$ cat src/rtl/hpdcache_repl_ctrl_if.sv
// Signal bundle between the HPDcache replacement controller and its environment.
// master = controller side, slave = refill/directory/policy/hit/victim side.
interface hpdcache_repl_ctrl_if #(
  parameter int SETS = 0,
  parameter int WAYS = 0
);
  localparam int SET_W = (SETS > 1) ? $clog2(SETS) : 1;
  localparam int WAY_W = (WAYS > 0) ? WAYS : 1;

  logic             refill_valid_i;
  logic             refill_ready_o;
  logic [SET_W-1:0] refill_set_i;

  logic             dir_rd_o;
  logic [SET_W-1:0] dir_rd_set_o;
  logic [WAY_W-1:0] dir_valid_i;

  logic             repl_o;
  logic [SET_W-1:0] repl_set_o;
  logic [WAY_W-1:0] repl_dir_valid_o;
  logic             repl_updt_plru_o;
  logic [WAY_W-1:0] victim_way_i;

  logic             updt_o;
  logic [SET_W-1:0] updt_set_o;
  logic [WAY_W-1:0] updt_way_o;

  logic             hit_valid_i;
  logic             hit_ready_o;
  logic [SET_W-1:0] hit_set_i;
  logic [WAY_W-1:0] hit_way_i;

  logic             victim_valid_o;
  logic             victim_ready_i;
  logic [SET_W-1:0] victim_set_o;
  logic [WAY_W-1:0] victim_way_o;
  logic             victim_evict_o;

  logic [31:0]      cnt_repl_o;
  logic [31:0]      cnt_evict_o;

  modport master (
    input  refill_valid_i, refill_set_i, dir_valid_i, victim_way_i,
           hit_valid_i, hit_set_i, hit_way_i, victim_ready_i,
    output refill_ready_o, dir_rd_o, dir_rd_set_o,
           repl_o, repl_set_o, repl_dir_valid_o, repl_updt_plru_o,
           updt_o, updt_set_o, updt_way_o, hit_ready_o,
           victim_valid_o, victim_set_o, victim_way_o, victim_evict_o,
           cnt_repl_o, cnt_evict_o
  );

  modport slave (
    output refill_valid_i, refill_set_i, dir_valid_i, victim_way_i,
           hit_valid_i, hit_set_i, hit_way_i, victim_ready_i,
    input  refill_ready_o, dir_rd_o, dir_rd_set_o,
           repl_o, repl_set_o, repl_dir_valid_o, repl_updt_plru_o,
           updt_o, updt_set_o, updt_way_o, hit_ready_o,
           victim_valid_o, victim_set_o, victim_way_o, victim_evict_o,
           cnt_repl_o, cnt_evict_o
  );
endinterface

$ cat src/rtl/hpdcache_repl_ctrl.sv
// HPDcache replacement controller: victim selection for refills and PLRU hit updates.
// Optional statistics counters are enabled with macro HPDCACHE_REPL_CTRL_STATS_EN.
module hpdcache_repl_ctrl #(
  parameter int SETS = 0,
  parameter int WAYS = 0
) (
  input logic                   clk_i,
  input logic                   rst_ni,
  hpdcache_repl_ctrl_if.master  bus
);
  localparam int SET_W = (SETS > 1) ? $clog2(SETS) : 1;
  localparam int WAY_W = (WAYS > 0) ? WAYS : 1;

  localparam logic [1:0] IDLE     = 2'd0;
  localparam logic [1:0] DIR_WAIT = 2'd1;
  localparam logic [1:0] RESP     = 2'd2;

  logic [1:0]       state;
  logic [1:0]       state_nxt;
  logic [SET_W-1:0] req_set;
  logic [WAY_W-1:0] vic_way;
  logic             vic_evict;
  logic             repl_act;
  logic             all_valid;

  logic             pend_valid;
  logic [SET_W-1:0] pend_set;
  logic [WAY_W-1:0] pend_way;

  assign repl_act  = (state == DIR_WAIT);
  assign all_valid = &bus.dir_valid_i;

  always_comb begin
    state_nxt = state;
    case (state)
      IDLE:     if (bus.refill_valid_i) state_nxt = DIR_WAIT;
      DIR_WAIT: state_nxt = RESP;
      RESP:     if (bus.victim_ready_i) state_nxt = IDLE;
      default:  state_nxt = IDLE;
    endcase
  end

  always_ff @(posedge clk_i or negedge rst_ni) begin
    if (!rst_ni) begin
      state <= IDLE;
    end else begin
      state <= state_nxt;
    end
  end

  always_ff @(posedge clk_i or negedge rst_ni) begin
    if (!rst_ni) begin
      req_set <= '0;
    end else if (state == IDLE && bus.refill_valid_i) begin
      req_set <= bus.refill_set_i;
    end
  end

  // Policy answer is only valid in the repl_o cycle, so capture it there.
  always_ff @(posedge clk_i or negedge rst_ni) begin
    if (!rst_ni) begin
      vic_way   <= '0;
      vic_evict <= 1'b0;
    end else if (repl_act) begin
      vic_way   <= bus.victim_way_i;
      vic_evict <= all_valid;
    end
  end

  assign bus.refill_ready_o   = (state == IDLE);
  assign bus.dir_rd_o         = (state == IDLE) && bus.refill_valid_i;
  assign bus.dir_rd_set_o     = bus.refill_set_i;

  assign bus.repl_o           = repl_act;
  assign bus.repl_updt_plru_o = repl_act;
  assign bus.repl_set_o       = req_set;
  assign bus.repl_dir_valid_o = bus.dir_valid_i;

  assign bus.victim_valid_o   = (state == RESP);
  assign bus.victim_set_o     = req_set;
  assign bus.victim_way_o     = vic_way;
  assign bus.victim_evict_o   = vic_evict;

  // Replacement owns the policy port; a colliding hit parks here for one cycle.
  always_ff @(posedge clk_i or negedge rst_ni) begin
    if (!rst_ni) begin
      pend_valid <= 1'b0;
      pend_set   <= '0;
      pend_way   <= '0;
    end else if (repl_act) begin
      if (!pend_valid && bus.hit_valid_i) begin
        pend_valid <= 1'b1;
        pend_set   <= bus.hit_set_i;
        pend_way   <= bus.hit_way_i;
      end
    end else if (pend_valid) begin
      pend_valid <= 1'b0;
    end
  end

  assign bus.hit_ready_o = !pend_valid;

  always_comb begin
    bus.updt_o     = 1'b0;
    bus.updt_set_o = bus.hit_set_i;
    bus.updt_way_o = bus.hit_way_i;
    if (!repl_act) begin
      if (pend_valid) begin
        bus.updt_o     = 1'b1;
        bus.updt_set_o = pend_set;
        bus.updt_way_o = pend_way;
      end else if (bus.hit_valid_i) begin
        bus.updt_o     = 1'b1;
      end
    end
  end

`ifdef HPDCACHE_REPL_CTRL_STATS_EN
  logic [31:0] cnt_repl;
  logic [31:0] cnt_evict;

  always_ff @(posedge clk_i or negedge rst_ni) begin
    if (!rst_ni) begin
      cnt_repl  <= '0;
      cnt_evict <= '0;
    end else if (repl_act) begin
      if (cnt_repl != 32'hFFFF_FFFF) cnt_repl <= cnt_repl + 32'd1;
      if (all_valid && cnt_evict != 32'hFFFF_FFFF) cnt_evict <= cnt_evict + 32'd1;
    end
  end

  assign bus.cnt_repl_o  = cnt_repl;
  assign bus.cnt_evict_o = cnt_evict;
`else
  assign bus.cnt_repl_o  = 32'd0;
  assign bus.cnt_evict_o = 32'd0;
`endif

endmodule
$ cat src/flat_wrapper.sv
// flat-port wrapper written by rule: the top's interface ports become plain ports
module hpdcache_repl_ctrl_flat 
#(
  parameter int SETS = 0,
  parameter int WAYS = 0
)
  (clk_i, rst_ni, bus_refill_valid_i, bus_refill_set_i, bus_dir_valid_i, bus_victim_way_i, bus_hit_valid_i, bus_hit_set_i, bus_hit_way_i, bus_victim_ready_i, bus_refill_ready_o, bus_dir_rd_o, bus_dir_rd_set_o, bus_repl_o, bus_repl_set_o, bus_repl_dir_valid_o, bus_repl_updt_plru_o, bus_updt_o, bus_updt_set_o, bus_updt_way_o, bus_hit_ready_o, bus_victim_valid_o, bus_victim_set_o, bus_victim_way_o, bus_victim_evict_o, bus_cnt_repl_o, bus_cnt_evict_o);
  hpdcache_repl_ctrl_if #(.SETS(SETS), .WAYS(WAYS)) bus_i ();
  input logic clk_i;
  input logic rst_ni;
  input wire logic [$bits(bus_i.refill_valid_i)-1:0] bus_refill_valid_i;
  input wire logic [$bits(bus_i.refill_set_i)-1:0] bus_refill_set_i;
  input wire logic [$bits(bus_i.dir_valid_i)-1:0] bus_dir_valid_i;
  input wire logic [$bits(bus_i.victim_way_i)-1:0] bus_victim_way_i;
  input wire logic [$bits(bus_i.hit_valid_i)-1:0] bus_hit_valid_i;
  input wire logic [$bits(bus_i.hit_set_i)-1:0] bus_hit_set_i;
  input wire logic [$bits(bus_i.hit_way_i)-1:0] bus_hit_way_i;
  input wire logic [$bits(bus_i.victim_ready_i)-1:0] bus_victim_ready_i;
  output wire logic [$bits(bus_i.refill_ready_o)-1:0] bus_refill_ready_o;
  output wire logic [$bits(bus_i.dir_rd_o)-1:0] bus_dir_rd_o;
  output wire logic [$bits(bus_i.dir_rd_set_o)-1:0] bus_dir_rd_set_o;
  output wire logic [$bits(bus_i.repl_o)-1:0] bus_repl_o;
  output wire logic [$bits(bus_i.repl_set_o)-1:0] bus_repl_set_o;
  output wire logic [$bits(bus_i.repl_dir_valid_o)-1:0] bus_repl_dir_valid_o;
  output wire logic [$bits(bus_i.repl_updt_plru_o)-1:0] bus_repl_updt_plru_o;
  output wire logic [$bits(bus_i.updt_o)-1:0] bus_updt_o;
  output wire logic [$bits(bus_i.updt_set_o)-1:0] bus_updt_set_o;
  output wire logic [$bits(bus_i.updt_way_o)-1:0] bus_updt_way_o;
  output wire logic [$bits(bus_i.hit_ready_o)-1:0] bus_hit_ready_o;
  output wire logic [$bits(bus_i.victim_valid_o)-1:0] bus_victim_valid_o;
  output wire logic [$bits(bus_i.victim_set_o)-1:0] bus_victim_set_o;
  output wire logic [$bits(bus_i.victim_way_o)-1:0] bus_victim_way_o;
  output wire logic [$bits(bus_i.victim_evict_o)-1:0] bus_victim_evict_o;
  output wire logic [$bits(bus_i.cnt_repl_o)-1:0] bus_cnt_repl_o;
  output wire logic [$bits(bus_i.cnt_evict_o)-1:0] bus_cnt_evict_o;
  assign bus_i.refill_valid_i = bus_refill_valid_i;
  assign bus_i.refill_set_i = bus_refill_set_i;
  assign bus_i.dir_valid_i = bus_dir_valid_i;
  assign bus_i.victim_way_i = bus_victim_way_i;
  assign bus_i.hit_valid_i = bus_hit_valid_i;
  assign bus_i.hit_set_i = bus_hit_set_i;
  assign bus_i.hit_way_i = bus_hit_way_i;
  assign bus_i.victim_ready_i = bus_victim_ready_i;
  assign bus_refill_ready_o = bus_i.refill_ready_o;
  assign bus_dir_rd_o = bus_i.dir_rd_o;
  assign bus_dir_rd_set_o = bus_i.dir_rd_set_o;
  assign bus_repl_o = bus_i.repl_o;
  assign bus_repl_set_o = bus_i.repl_set_o;
  assign bus_repl_dir_valid_o = bus_i.repl_dir_valid_o;
  assign bus_repl_updt_plru_o = bus_i.repl_updt_plru_o;
  assign bus_updt_o = bus_i.updt_o;
  assign bus_updt_set_o = bus_i.updt_set_o;
  assign bus_updt_way_o = bus_i.updt_way_o;
  assign bus_hit_ready_o = bus_i.hit_ready_o;
  assign bus_victim_valid_o = bus_i.victim_valid_o;
  assign bus_victim_set_o = bus_i.victim_set_o;
  assign bus_victim_way_o = bus_i.victim_way_o;
  assign bus_victim_evict_o = bus_i.victim_evict_o;
  assign bus_cnt_repl_o = bus_i.cnt_repl_o;
  assign bus_cnt_evict_o = bus_i.cnt_evict_o;
  hpdcache_repl_ctrl #(.SETS(SETS), .WAYS(WAYS)) u_core (.clk_i(clk_i), .rst_ni(rst_ni), .bus(bus_i));
endmodule
$ cat config.mk
export PLATFORM = sky130hd
export DESIGN_NAME = hpdcache_repl_ctrl_flat
export DESIGN_NICKNAME = d
export VERILOG_FILES = /design/src/rtl/hpdcache_repl_ctrl_if.sv /design/src/rtl/hpdcache_repl_ctrl.sv /design/src/flat_wrapper.sv
export SDC_FILE = /design/constraint.sdc
export NUM_CORES = 1
export LEC_CHECK = 0
export ABC_CLOCK_PERIOD_IN_PS = 3500
export CAP_MARGIN = 5
export CORE_ASPECT_RATIO = 0.75
export CORE_MARGIN = 1.5
export CORE_UTILIZATION = 32
export DETAILED_ROUTE_END_ITERATION = 10
export GPL_ROUTABILITY_DRIVEN = 0
export GPL_TIMING_DRIVEN = 1
export PLACE_DENSITY = 0.87
export SETUP_SLACK_MARGIN = 0.02
export SYNTH_ARGS = -nofsm -noshare
export SYNTH_HDL_FRONTEND = slang
export SYNTH_SLANG_ARGS = --single-unit
$ cat constraint.sdc
create_clock -name clk_i -period 3.5 [get_ports clk_i]
set_clock_uncertainty 0.15 [all_clocks]
set_input_delay 0.35 -clock clk_i [delete_from_list [all_inputs] [get_ports clk_i]]
set_output_delay 0.35 -clock clk_i [all_outputs]
set_load 0.05 [all_outputs]
==> run metrics <==
Yosys warning total 0; max-slew violation count 0; first-pass GRT wire length 1.59 mm; Fill cells 289; worst-path fanout max 6; Rel. slew slack between 60% and 70%; post_cts resized 0; CP startpoint u_core.state[1]; critical path class flop to output port; Fin. Hold Viols 0; Cell variety after synth 15; fin cells 160; area grow syn2layout 5.93%; DP Cell Count 157; startpoint types flop; Mean Syn Cell Area 8.68 um^2; Worst Path Arrival around 1.9 ns; worst r2r dst u_core.pend_set; FF-to-FF path depth 4; row cnt 16; Final min period 2.43 ns; overall routing resource usage 6.65%; Worst-path clk slew 0.04 ns; Worst VDD drop 0.226 mV; hold crit path type input pin to asynchronous set/reset pin; CORE AREA 0.00262 mm^2; Max Cap Viol 0; Power Dens Cells roughly 940 mW/mm^2; sequential-to-total area share from yosys stat 22.6%; design area 938 um^2; Die W around 64 um; via/cell ratio 2.95; DP Area 897 um^2; DRT antenna net count 0; CTS Sinks 8; TritonCTS clock tree built; FMAX 411 MHz; status finished clean; Die Footprint 0.00310 mm^2; drt first pass iters 4; post-synthesis cell area 886 um^2; final worst-path cycle share 69.5%; CTS Root Cell clkbuf_8; initial antenna violation count 0; Setup TNS Final 0 ns; Worst Setup EP bus_updt_set_o; DR iter-0 viols 10; Req. time, crit path 3.00 ns; Post-CTS Hold Fix Bufs 0; Critical Path Sink Type output port; Initial Util about a third; layout cell share with drive strength beyond 1 9.68%; Detailed Place HPWL 980 um; I/O pin count approximately 90; worst slew pin tran 0.514 ns; Vias ~470; reg2reg setup slack ~2.1 ns; Die Ht 48.6 um; Post-layout nets about 140; post-DR wirelength/cell 6.81 um; worst skew pair latency about 0.22 ns; synthesized flop and latch total 8; ant diodes 0; Buffers on Ports 24; worst hold slack 0.256 ns; Synth area leader buf_4; final core utilization 35.8%; setup violators final 0; RSZ-0062 raised after global routing false; H-tree levels 1; synth top area cells buf_4 (58%), dfrtp_1 (23%), mux2_2 (3.8%); vias in the first global route 363; gr ovfl total 0; DRC violations left 0; largest net degree at the start of global routing 9; Leakage approximately 0.5 nW; TritonCTS buffer count 3; Max clock buf depth 2; Setup Buffers After CTS 0; drt total wl 1.09 mm; start of the worst register-to-register path u_core.state[1]; Yosys top cell area share 57.6%; Cells after Synth about 100
[cells in the mapped netlist]
cell / count
and2_1: 1
and2_4: 1
and3_4: 1
buf_4: 68
conb_1: 1
dfrtp_1: 8
inv_1: 2
inv_4: 1
mux2_2: 3
mux2_4: 2
nand2_1: 7
nand2b_4: 1
nor2_1: 4
o21ai_0: 1
or2b_1: 1
[sequential cells by signal, indices dropped and copies added, names as in the netlist]
register,flops
u_core.state,2
u_core.bus.victim_evict_o,1
u_core.bus.victim_way_o,1
u_core.pend_way,1
u_core.pend_valid,1
u_core.bus.repl_set_o,1
u_core.pend_set,1
[cell usage in the layout (no fill, tap or decap), types with 2 or more instances in the layout]
master            n
clkbuf_8          3
clkdlybuf4s50_1  24
conb_1           64
dfrtp_1           8
inv_1             2
mux2_2            3
mux2_4            2
nand2_1           7
nor2_1            4
[metal layers]
| layer | track usage, % | vias to the layer above | part of all wire, % |
|---|---|---|---|
| li1 | - | 222 | - |
| met1 | 7.17 | 212 | 34 |
| met5 | 0 | - | 0 |
| met3 | 1.86 | 0 | 10 |
| met2 | 11.4 | 38 | 56 |
| met4 | 4.35 | 0 | 0 |
[worst max-delay path: stages, from the launching register on]
cell             delay [ns]
dfrtp_1                0.38
nand2b_4               0.18
nand2_1                0.12
mux2_2                 0.34
clkdlybuf4s50_1        0.70
[stage by stage]
| step | setup slack, ns | total power (W) |
|---|---|---|
| after detailed placement | 1.23 | 0.000774 |
| after CTS | 1.06 | 0.000882 |
| final | 1.07 | 0.000878 |
| after global placement | 1.24 | 0.000769 |
| after global routing | 0.998 | 0.000921 |
| after floorplan | 1.39 | 0.000699 |
[cell type report]
| class | count | area, um^2 | area share (%) |
|---|---|---|---|
| clock buffers | 3 | 41.3 | 4.40 |
| inverters | 3 | 13.8 | 1.47 |
| multi-input cells | 86 | 398 | 42.4 |
| flip-flops and latches | 8 | 200 | 21.3 |
| well taps | 36 | 45.0 | 4.80 |
| repair buffers | 24 | 240 | 25.6 |
[logic make-up after synthesis]
kind of cell / synth area share (%)
other cells: 0.423
mux: 7.20
simple gates: 10.0
compound gates: 0.564
flops: 22.6
buf+inv: 59.2
[worst min path at each step]
| stage | startpoint | endpoint |
|---|---|---|
| 2_1_floorplan | rst_ni | u_core.bus.repl_set_o |
| 3_3_place_gp | u_core.bus.victim_way_o | u_core.bus.victim_way_o |
| 3_5_place_dp | u_core.bus.victim_way_o | u_core.bus.victim_way_o |
| 4_1_cts | rst_ni | u_core.pend_set |
| 5_1_grt | rst_ni | u_core.pend_valid |
| 6_report | rst_ni | u_core.bus.repl_set_o |
[power by group]
| group | internal, W | switching [W] | leakage [nW] |
|---|---|---|---|
| logic | 0.000170 | 0.000442 | 0.390 |
| registers | 0.000134 | 0.0000254 | 0.0993 |
| clock network | 0.0000741 | 0.0000320 | 0.0216 |
(Power assumes the default switching activity.)
